`src/rtl/hp_pkg.sv`:
```
// Shared types and AXI3 constants for the two-requester AXI arbiter.
package hp_pkg;
  typedef enum logic [1:0] {IDLE, ISSUE, RESP, DELIVER} hp_state_e;

  localparam logic [1:0] BURST_INCR  = 2'b01;
  localparam logic [2:0] SIZE_4B     = 3'b010;
  localparam logic [1:0] RESP_OKAY   = 2'b00;
  localparam logic [1:0] RESP_SLVERR = 2'b10;

  // Requester i owns ID base|i; base bit 0 is reserved for the requester index.
  function automatic logic [5:0] hp_id(input logic [5:0] base, input logic g);
    return base | {5'd0, g};
  endfunction
endpackage

```
`src/rtl/hp_rr_arbiter.sv`:
```
// Two-way round-robin grant; pointer names the preferred requester.
module hp_rr_arbiter (
  input  logic       clock,
  input  logic       reset_n,
  input  logic [1:0] i_req,
  input  logic       i_adv,
  input  logic       i_adv_gnt,
  output logic       o_any,
  output logic       o_gnt
);
  logic r_ptr;

  always_ff @(posedge clock or negedge reset_n) begin
    if (!reset_n)   r_ptr <= 1'b0;
    else if (i_adv) r_ptr <= ~i_adv_gnt;
  end

  assign o_any = |i_req;
  assign o_gnt = i_req[r_ptr] ? r_ptr : ~r_ptr;
endmodule

```
`src/rtl/hp_arbiter.sv`:
```
// Arbitrates two simple requesters onto a single-beat AXI3 master port,
// one transaction outstanding; errors in ID/last are folded into SLVERR.
module hp_arbiter
  import hp_pkg::*;
#(
  parameter logic [5:0] ID_BASE = 6'h00,
  parameter logic [3:0] CACHE   = 4'b0011,
  parameter logic [2:0] PROT    = 3'b000
) (
  input  logic             clock,
  input  logic             reset_n,
  input  logic [1:0]       req_valid,
  output logic [1:0]       req_ready,
  input  logic [1:0]       req_write,
  input  logic [1:0][31:0] req_addr,
  input  logic [1:0][31:0] req_data,
  output logic [1:0]       rsp_valid,
  input  logic [1:0]       rsp_ready,
  output logic             rsp_write,
  output logic [1:0]       rsp_resp,
  output logic [31:0]      rsp_data,
  output logic             arvalid,
  input  logic             arready,
  output logic [31:0]      araddr,
  output logic [5:0]       arid,
  output logic [3:0]       arlen,
  output logic [2:0]       arsize,
  output logic [1:0]       arburst,
  output logic [1:0]       arlock,
  output logic [3:0]       arcache,
  output logic [2:0]       arprot,
  output logic [3:0]       arqos,
  output logic             awvalid,
  input  logic             awready,
  output logic [31:0]      awaddr,
  output logic [5:0]       awid,
  output logic [3:0]       awlen,
  output logic [2:0]       awsize,
  output logic [1:0]       awburst,
  output logic [1:0]       awlock,
  output logic [3:0]       awcache,
  output logic [2:0]       awprot,
  output logic [3:0]       awqos,
  output logic             wvalid,
  input  logic             wready,
  output logic [31:0]      wdata,
  output logic [3:0]       wstrb,
  output logic             wlast,
  output logic [5:0]       wid,
  input  logic             bvalid,
  output logic             bready,
  input  logic [1:0]       bresp,
  input  logic [5:0]       bid,
  input  logic             rvalid,
  output logic             rready,
  input  logic [31:0]      rdata,
  input  logic [1:0]       rresp,
  input  logic [5:0]       rid,
  input  logic             rlast
);
  hp_state_e   r_state, w_next;
  logic        r_write, r_gnt;
  logic [31:0] r_addr, r_data, r_rdata;
  logic [1:0]  r_resp;
  logic        r_ar_pend, r_aw_pend, r_w_pend;
  logic        w_any, w_gnt, w_accept, w_aw_ok, w_w_ok, w_rsp_hs, w_dlv_hs;
  logic [5:0]  w_id;

  hp_rr_arbiter u_rr (
    .clock     (clock),
    .reset_n   (reset_n),
    .i_req     (req_valid),
    .i_adv     (w_dlv_hs),
    .i_adv_gnt (r_gnt),
    .o_any     (w_any),
    .o_gnt     (w_gnt)
  );

  assign w_id     = hp_id(ID_BASE, r_gnt);
  assign w_accept = (r_state == IDLE) && w_any;
  assign w_aw_ok  = !r_aw_pend || awready;
  assign w_w_ok   = !r_w_pend || wready;
  assign w_rsp_hs = (r_state == RESP) && (r_write ? bvalid : rvalid);
  assign w_dlv_hs = (r_state == DELIVER) && rsp_ready[r_gnt];

  always_comb begin
    w_next    = r_state;
    req_ready = 2'b00;
    case (r_state)
      IDLE: if (w_any) begin
        w_next = ISSUE;
        if (reset_n) req_ready[w_gnt] = 1'b1;
      end
      ISSUE:   if (r_write ? (w_aw_ok && w_w_ok) : arready) w_next = RESP;
      RESP:    if (w_rsp_hs) w_next = DELIVER;
      DELIVER: if (w_dlv_hs) w_next = IDLE;
      default: w_next = IDLE;
    endcase
  end

  always_ff @(posedge clock or negedge reset_n) begin
    if (!reset_n) begin
      r_state   <= IDLE;
      r_write   <= 1'b0;
      r_gnt     <= 1'b0;
      r_addr    <= '0;
      r_data    <= '0;
      r_rdata   <= '0;
      r_resp    <= '0;
      r_ar_pend <= 1'b0;
      r_aw_pend <= 1'b0;
      r_w_pend  <= 1'b0;
    end else begin
      r_state <= w_next;
      if (w_accept) begin
        r_write   <= req_write[w_gnt];
        r_addr    <= req_addr[w_gnt];
        r_data    <= req_data[w_gnt];
        r_gnt     <= w_gnt;
        r_ar_pend <= ~req_write[w_gnt];
        r_aw_pend <= req_write[w_gnt];
        r_w_pend  <= req_write[w_gnt];
      end else if (r_state == ISSUE) begin
        // AW and W retire independently; either may finish first.
        if (arready) r_ar_pend <= 1'b0;
        if (awready) r_aw_pend <= 1'b0;
        if (wready)  r_w_pend  <= 1'b0;
      end
      if (w_rsp_hs) begin
        if (r_write) begin
          r_resp  <= (bid != w_id) ? RESP_SLVERR : bresp;
          r_rdata <= '0;
        end else begin
          r_resp  <= ((rid != w_id) || !rlast) ? RESP_SLVERR : rresp;
          r_rdata <= rdata;
        end
      end
    end
  end

  assign rsp_valid = {2{r_state == DELIVER}} & {r_gnt, ~r_gnt};
  assign rsp_write = r_write;
  assign rsp_resp  = r_resp;
  assign rsp_data  = r_rdata;

  assign arvalid = r_ar_pend;
  assign araddr  = r_addr;
  assign arid    = w_id;
  assign awvalid = r_aw_pend;
  assign awaddr  = r_addr;
  assign awid    = w_id;
  assign wvalid  = r_w_pend;
  assign wdata   = r_data;
  assign wstrb   = 4'hF;
  assign wlast   = r_w_pend;
  assign wid     = w_id;
  assign bready  = (r_state == RESP) && r_write;
  assign rready  = (r_state == RESP) && !r_write;

  assign arlen   = 4'd0;
  assign arsize  = SIZE_4B;
  assign arburst = BURST_INCR;
  assign arlock  = 2'b00;
  assign arcache = CACHE;
  assign arprot  = PROT;
  assign arqos   = 4'd0;
  assign awlen   = 4'd0;
  assign awsize  = SIZE_4B;
  assign awburst = BURST_INCR;
  assign awlock  = 2'b00;
  assign awcache = CACHE;
  assign awprot  = PROT;
  assign awqos   = 4'd0;
endmodule

```
`config.mk`:
```
export PLATFORM = sky130hd
export DESIGN_NAME = hp_arbiter
export DESIGN_NICKNAME = d
export VERILOG_FILES = /design/src/rtl/hp_pkg.sv /design/src/rtl/hp_rr_arbiter.sv /design/src/rtl/hp_arbiter.sv
export SDC_FILE = /design/constraint.sdc
export NUM_CORES = 1
export LEC_CHECK = 0
export CORE_AREA = 3 3 155 157
export DETAILED_ROUTE_END_ITERATION = 7
export DIE_AREA = 0 0 158 160
export GPL_TIMING_DRIVEN = 1
export SLEW_MARGIN = 20
export SYNTH_ARGS = -nofsm -noshare
export SYNTH_HDL_FRONTEND = slang
export SYNTH_SLANG_ARGS = --single-unit
```
`constraint.sdc`:
```
create_clock -name clock -period 2 [get_ports clock]
set_input_delay 0.4 -clock clock [delete_from_list [all_inputs] [get_ports clock]]
set_output_delay 0.4 -clock clock [all_outputs]
set_load 0.03 [all_outputs]
```
==> results_dict.tcl <==
set metrics [dict create \
    outcome "completed" \
    remaining_drc_errors 0 \
    num_antenna_cells 0 \
    port_buffers 333 \
    ys.flop_type "dfrtp_1" \
    gp_congestion 0.732 \
    power_density_nw_per_um2 1610 \
    ys_warn_count 0 \
    crit_arrival_ps 1510 \
    path_clk_slew_ps 80 \
    yosysMostFrequentCell "dfrtp_1" \
    initial_core_util_pct 24.5 \
    cts_made_buffers 9 \
    period_share_pct 95.7 \
    syn_inst 529 \
    rsz0062_at_grt "no" \
    final_core_util_pct 40.0 \
    ys_types 38 \
    root_buffer "clkbuf_16" \
    hold_class "in -> async" \
    power.leakage_nw 4.04 \
    clock.fmax_mhz 523 \
    wl_per_cell_um 15.4 \
    synth_area_sq_um 5550 \
    yosysTopAreaCell "dfrtp_1" \
    cp-start-kind "register" \
    ys_top_cells_by_count "106 x dfrtp_1, 102 x buf_4, 74 x nand2_1" \
    worst_pin_slew_ps 605 \
    drive_above_1_share_pct 7.11 \
    cts_num_sinks 106 \
    synth-edff-count 0 \
    r2r_slack_ps 350 \
    fin_crit_ps 1910 \
    syn_to_final_growth_pct 63.0 \
    ys_async_sr_fraction_pct 100 \
    grt_pass1_wl_um 25800 \
    ys_seq_area_share_pct 47.8 \
    avgSynthCellArea_sq_um 10.5 \
    clock_path_buffers 2 \
    tritoncts "yes" \
    cts_hold_buf 0 \
    grt_max_degree 107 \
    final_nets 1019 \
    via_count 4614 \
    dieHeight_um 160 \
    hpwl_um 13500 \
    drt-vias-per-instance 4.14 \
    final_max_slew_viol_count 0 \
    synth_top_area_share_pct 47.8 \
    worst_ep_required_time_ps 1600 \
    crit_type "reg -> out" \
    cts-htree-levels 3 \
    ys_ff_latch 106 \
    crit_path_max_fanout 4 \
    dp.cells 1099 \
    finalPower_w 0.0145 \
    io_pins 397 \
    wl_um 17200 \
    antenna_found_initial 0 \
    hold_violations 0 \
    die_area_sq_um 25300 \
    ir_drop_mv 0.701 \
    finalNonFillerCells 1115 \
    clk_latency_ps 350 \
    filler_cell_count 2256 \
    grt_util_all_layers_pct 13.0 \
    finClkSkew_ps 10.2 \
    fp.dieW_um 158 \
    slew_headroom_pct 59.7 \
    grt_pass1_vias 4665 \
    core_area_sq_um 22600 \
    drtAntennaViolNets 0 \
    synth_area_leaders "dfrtp_1 48%, buf_4 14%, mux2i_1 12%" \
    fp-row-count 55 \
    overflow 0 \
    drt_iter0_markers 110 \
    cap_violations 0 \
    drt-pass1-iter-count 4 \
    cp-end-kind "output pin" \
    setup_violations 0 \
]
worst paths after layout:
kind	from	end	depth (start not counted)
worst max-delay path	r_state[0]$_DFFE_PN0P_	rready	4
worst min-delay path	reset_n	rsp_data[24]$_DFFE_PN0P_	2
worst max register to register	r_state[0]$_DFFE_PN0P_	rsp_data[18]$_DFFE_PN0P_	6
worst min register to register	wdata[11]$_DFFE_PN0P_	wdata[11]$_DFFE_PN0P_	2
max in group asynchronous	reset_n	araddr[5]$_DFFE_PN0P_	2
min in group clock	wdata[11]$_DFFE_PN0P_	wdata[11]$_DFFE_PN0P_	2
critical path, cell delays in order, from the launching register on:
cell and delay [ps]:
dfrtp_1 430, inv_2 100, ha_1 200, nor2b_1 140, clkdlybuf4s15_2 300
state kept, by name, indices dropped and copies added, names as in the netlist:
register,flops
arvalid,1
wlast,1
araddr,32
awvalid,1
u_rr.r_ptr,1
rsp_data,32
rsp_resp,2
r_state,2
wdata,32
rsp_write,1
r_gnt,1
logic make-up after synthesis:
kind of cell               synth area share (%)
AOI/OAI and AO/OA                          13.5
other                                     0.135
and+or+nand+nor                            7.50
DFF                                        47.8
xor gates and xnor gates                  0.315
muxes                                      11.9
adders and majority gates                 0.901
buffers and inverters                      18.0
stage by stage:
stage / instance area (sq um) / worst slack (ps) / hold WS (ps) / setup TNS [ps]
floorplan: 5790 / 12.1 / 104 / 0
global placement: 8770 / 20.5 / 462 / 0
detailed placement: 8770 / -34.0 / 470 / -71.6
CTS: 9050 / 0.125 / 152 / 0
global route: 9050 / 7.88 / 178 / 0
finish: 9050 / 86.3 / 123 / 0
layout by cell type, fill, tap and decap left out, drive strengths merged, types with 3 or more instances in the layout:
cell and instances:
a21oi 4, a22o 32, buf 25, clkbuf 11
clkdlybuf4s50 321, clkinv 4, conb 63, dfrtp 106
dlygate4sd2 5, ha 4, inv 8, mux2i 66
nand2 75, nand2b 3, nor2b 3, o21ai 71
timing repair:
item | 4_1_cts | 5_1_grt
hold endpoints to repair | 0 | 0
resized for setup | 18 | 4
setup buffers | 0 | 0
pin swaps | 0 | 1
setup endpoints to repair | 10 | 3
metal layers:
layer	up-vias	share of wire (%)	GRT usage, %
met5	-	0	0
met4	0	1.4	4.07
met3	13	9.9	3.96
met2	245	49	22.3
met1	2108	40	15.5
li1	2248	-	-
power breakdown:
group | switching [W] | total, W | internal, W | leakage [nW]
Combinational | 0.00504 | 0.00890 | 0.00385 | 2.58
Sequential | 0.000748 | 0.00394 | 0.00320 | 1.32
Clock | 0.000844 | 0.00170 | 0.000856 | 0.136
area by class of cell:
| cell class | count | area, sq um | share of cell area, % |
|---|---|---|---|
| repair buffers | 355 | 3560 | 39.4 |
| clock buffers | 9 | 225 | 2.49 |
| well taps | 285 | 357 | 3.94 |
| inverters | 6 | 22.5 | 0.249 |
| flip-flops and latches | 106 | 2650 | 29.3 |
| multi-input cells | 347 | 2180 | 24.1 |
| clock inverters | 7 | 52.6 | 0.581 |
(Power assumes the default switching activity.)
==> RTL change, RTL diff (config.mk and constraints unchanged) <==
Reset style: synchronous (`reset_n`), changed in 2 clocked blocks.
--- a/src/rtl/hp_rr_arbiter.sv
+++ b/src/rtl/hp_rr_arbiter.sv
@@ -11,5 +11,5 @@
   logic r_ptr;
 
-  always_ff @(posedge clock or negedge reset_n) begin
+  always_ff @(posedge clock) begin
     if (!reset_n)   r_ptr <= 1'b0;
     else if (i_adv) r_ptr <= ~i_adv_gnt;
--- a/src/rtl/hp_arbiter.sv
+++ b/src/rtl/hp_arbiter.sv
@@ -99,5 +99,5 @@
   end
 
-  always_ff @(posedge clock or negedge reset_n) begin
+  always_ff @(posedge clock) begin
     if (!reset_n) begin
       r_state   <= IDLE;
Formal check against the unedited RTL: differs if reset_n is asserted again (counterexample within 4 cycles, from zero or initial values and one cycle with reset_n low); with reset_n held inactive, the same outputs for 4 cycles.
==> RTL change against the unedited design <==
  * Power decreased by 36%
  * Largest power group unchanged
  * Via count grew 0.22%
  * Wire length grew 1.8%
  * Cell count down 3.4%
  * Synthesized cell count fell by 4.9%
  * Cell area decreased by 9.0%
  * Die area unchanged
  * Sequential cell count stayed put
  * Synthesized area down 14%
  * Non-clock buffer count is 8 lower
  * Setup slack worse by 0.023 ns
==> RTL change: results (changes against the unedited design) <==
* Worst reg2reg setup slack at 0.30 ns (-0.05 ns)
* Post-synthesis async set-or-reset flop share at 0 (-1.00)
* Count of cell types in the netlist at 37 (-2.6%)
* Signal buf overhead at 0.425 (+0.0315)
* Setup WS post-layout at 0.0635 ns (-0.0228 ns)
* Global Route met3 Usage at 0.0463 (+0.00678)
* RR Endpoint: wdata[19]
* Number of diodes at 0 (unchanged)
* XOR/XNOR Fraction of Synth Area at 0.00365 (+0.000494)
* Mean number of vias per cell at 4.29 (+3.8%)
* Fraction of area in registers at 0.258 (-0.0354)
* Pre-antenna DRT Iters at 6 (+2)
* Nonclk buf count at 347 (-2.3%)
* Vias in the first global route at 4,493 (-3.7%)
* CTS resizes at 3 (-15)
* Cells after Synth at 503 (-4.9%)
* Worst Reg-to-Reg Cells at 7 (+1)
* Fill count at 2,295 (+1.7%)
* Nets at 981 (-3.7%)
* Leak pwr at 3.51 nW (-13%)
* IR Drop Worst-Case VDD at 0.400 mV (-43%)
* Area of the multi-input gates at 1680 µm² (-23%)
* Post-DP Area at 7930 µm² (-9.6%)
* Worst setup path startpoint: req_valid[0]
* WL met1 at 6610 µm (-4.3%)
* DP Cell Count at 1,061 (-3.5%)
* Post-synth top cells: 106 x dfxtp_1, 102 x buf_4, 67 x inv_1, 64 x a222oi_1, 35 x nor2_1
* Total global-route track usage at 0.129 (-0.000834)
* Mux cell area share after synthesis at 0.00834 (-0.111)
* Hold crit path type: register to register
* Clk_skew at 0.0101 ns (-0.0000631 ns)
* Worst r2r src: r_state[0]
* Largest net degree at the start of global routing at 49 (-54%)
* Comb_multi_in at 254 (-27%)
* Met3 wire len at 1740 µm (+2.4%)
* First DRT Iteration DRCs at 495 (+350%)
* Status: completed
* Clock Power Share at 0.208 (+0.091)
* GRT met2 Usage at 0.232 (+0.00836)
* Post-synthesis compound-gate area fraction at 0.210 (+0.0746)
* Sw power at 3.78 mW (-43%)
* Crit path DAT at 1.54 ns (+0.03 ns)
* Top cells by area, synth: dfxtp_1 44%, buf_4 16%, a222oi_1 13%, inv_1 5.2%, a22oi_1 5.2%
* Met1 Usage GRT at 0.145 (-0.0108)
* Sequential Power at 2.90 mW (-26%)
* Slew HR at 0.628 (+0.0308)
* Inverters at 69 (+63)
* DP Wirelength at 13,400 µm (-0.73%)
* CTS Buffer Depth at 2 (unchanged)
* Final WL at 17,500 µm (+1.8%)
* WL/cell at 16.3 µm (+5.4%)
* Pre-CTS setup slack at -0.0354 ns (-0.00146 ns)
* Share of layout cells above drive strength 1 at 0.0543 (-0.0168)
* Post-synthesis sequential area ratio at 0.442 (-0.0357)
* Post-Synth Adder-Cell Area at 0.0104 (+0.00141)
* Clock-cell share at 0.0390 (+0.00835)
[RTL change: metrics by stage]
stage	util	setup TNS (ns)	hold slack (ns)	power, mW
2_1_floorplan	-	0	0.471	5.79
3_3_place_gp	0.350	0	0.440	7.40
3_5_place_dp	0.350	-0.124	0.452	7.42
4_1_cts	0.364	0	0.468	9.41
5_1_grt	0.364	-0.00476	0.491	9.80
6_report	0.364	0	0.463	9.29
[RTL change: cell families (layout without fill, tap and decap cells)]
kind of cell,after synthesis,count (layout)
AOI/OAI and AO/OA,114,114
xor gates and xnor gates,2,2
adders and majority gates,4,4
buffers and inverters,204,432
DFF,106,106
muxes,4,4
other,2,63
and+or+nand+nor,67,67
[RTL change: worst max-delay path, stage by stage]
cell             delay [ns]
clkdlybuf4s50_1        0.53
a21boi_2               0.20
and3_4                 0.24
buf_4                  0.17
[RTL change: worst min path at each step]
stage / endpoint
finish: rsp_resp[1]
global route: wdata[26]
CTS: rsp_resp[1]
detailed placement: rsp_resp[1]
global placement: rsp_resp[1]
floorplan: r_state[1]
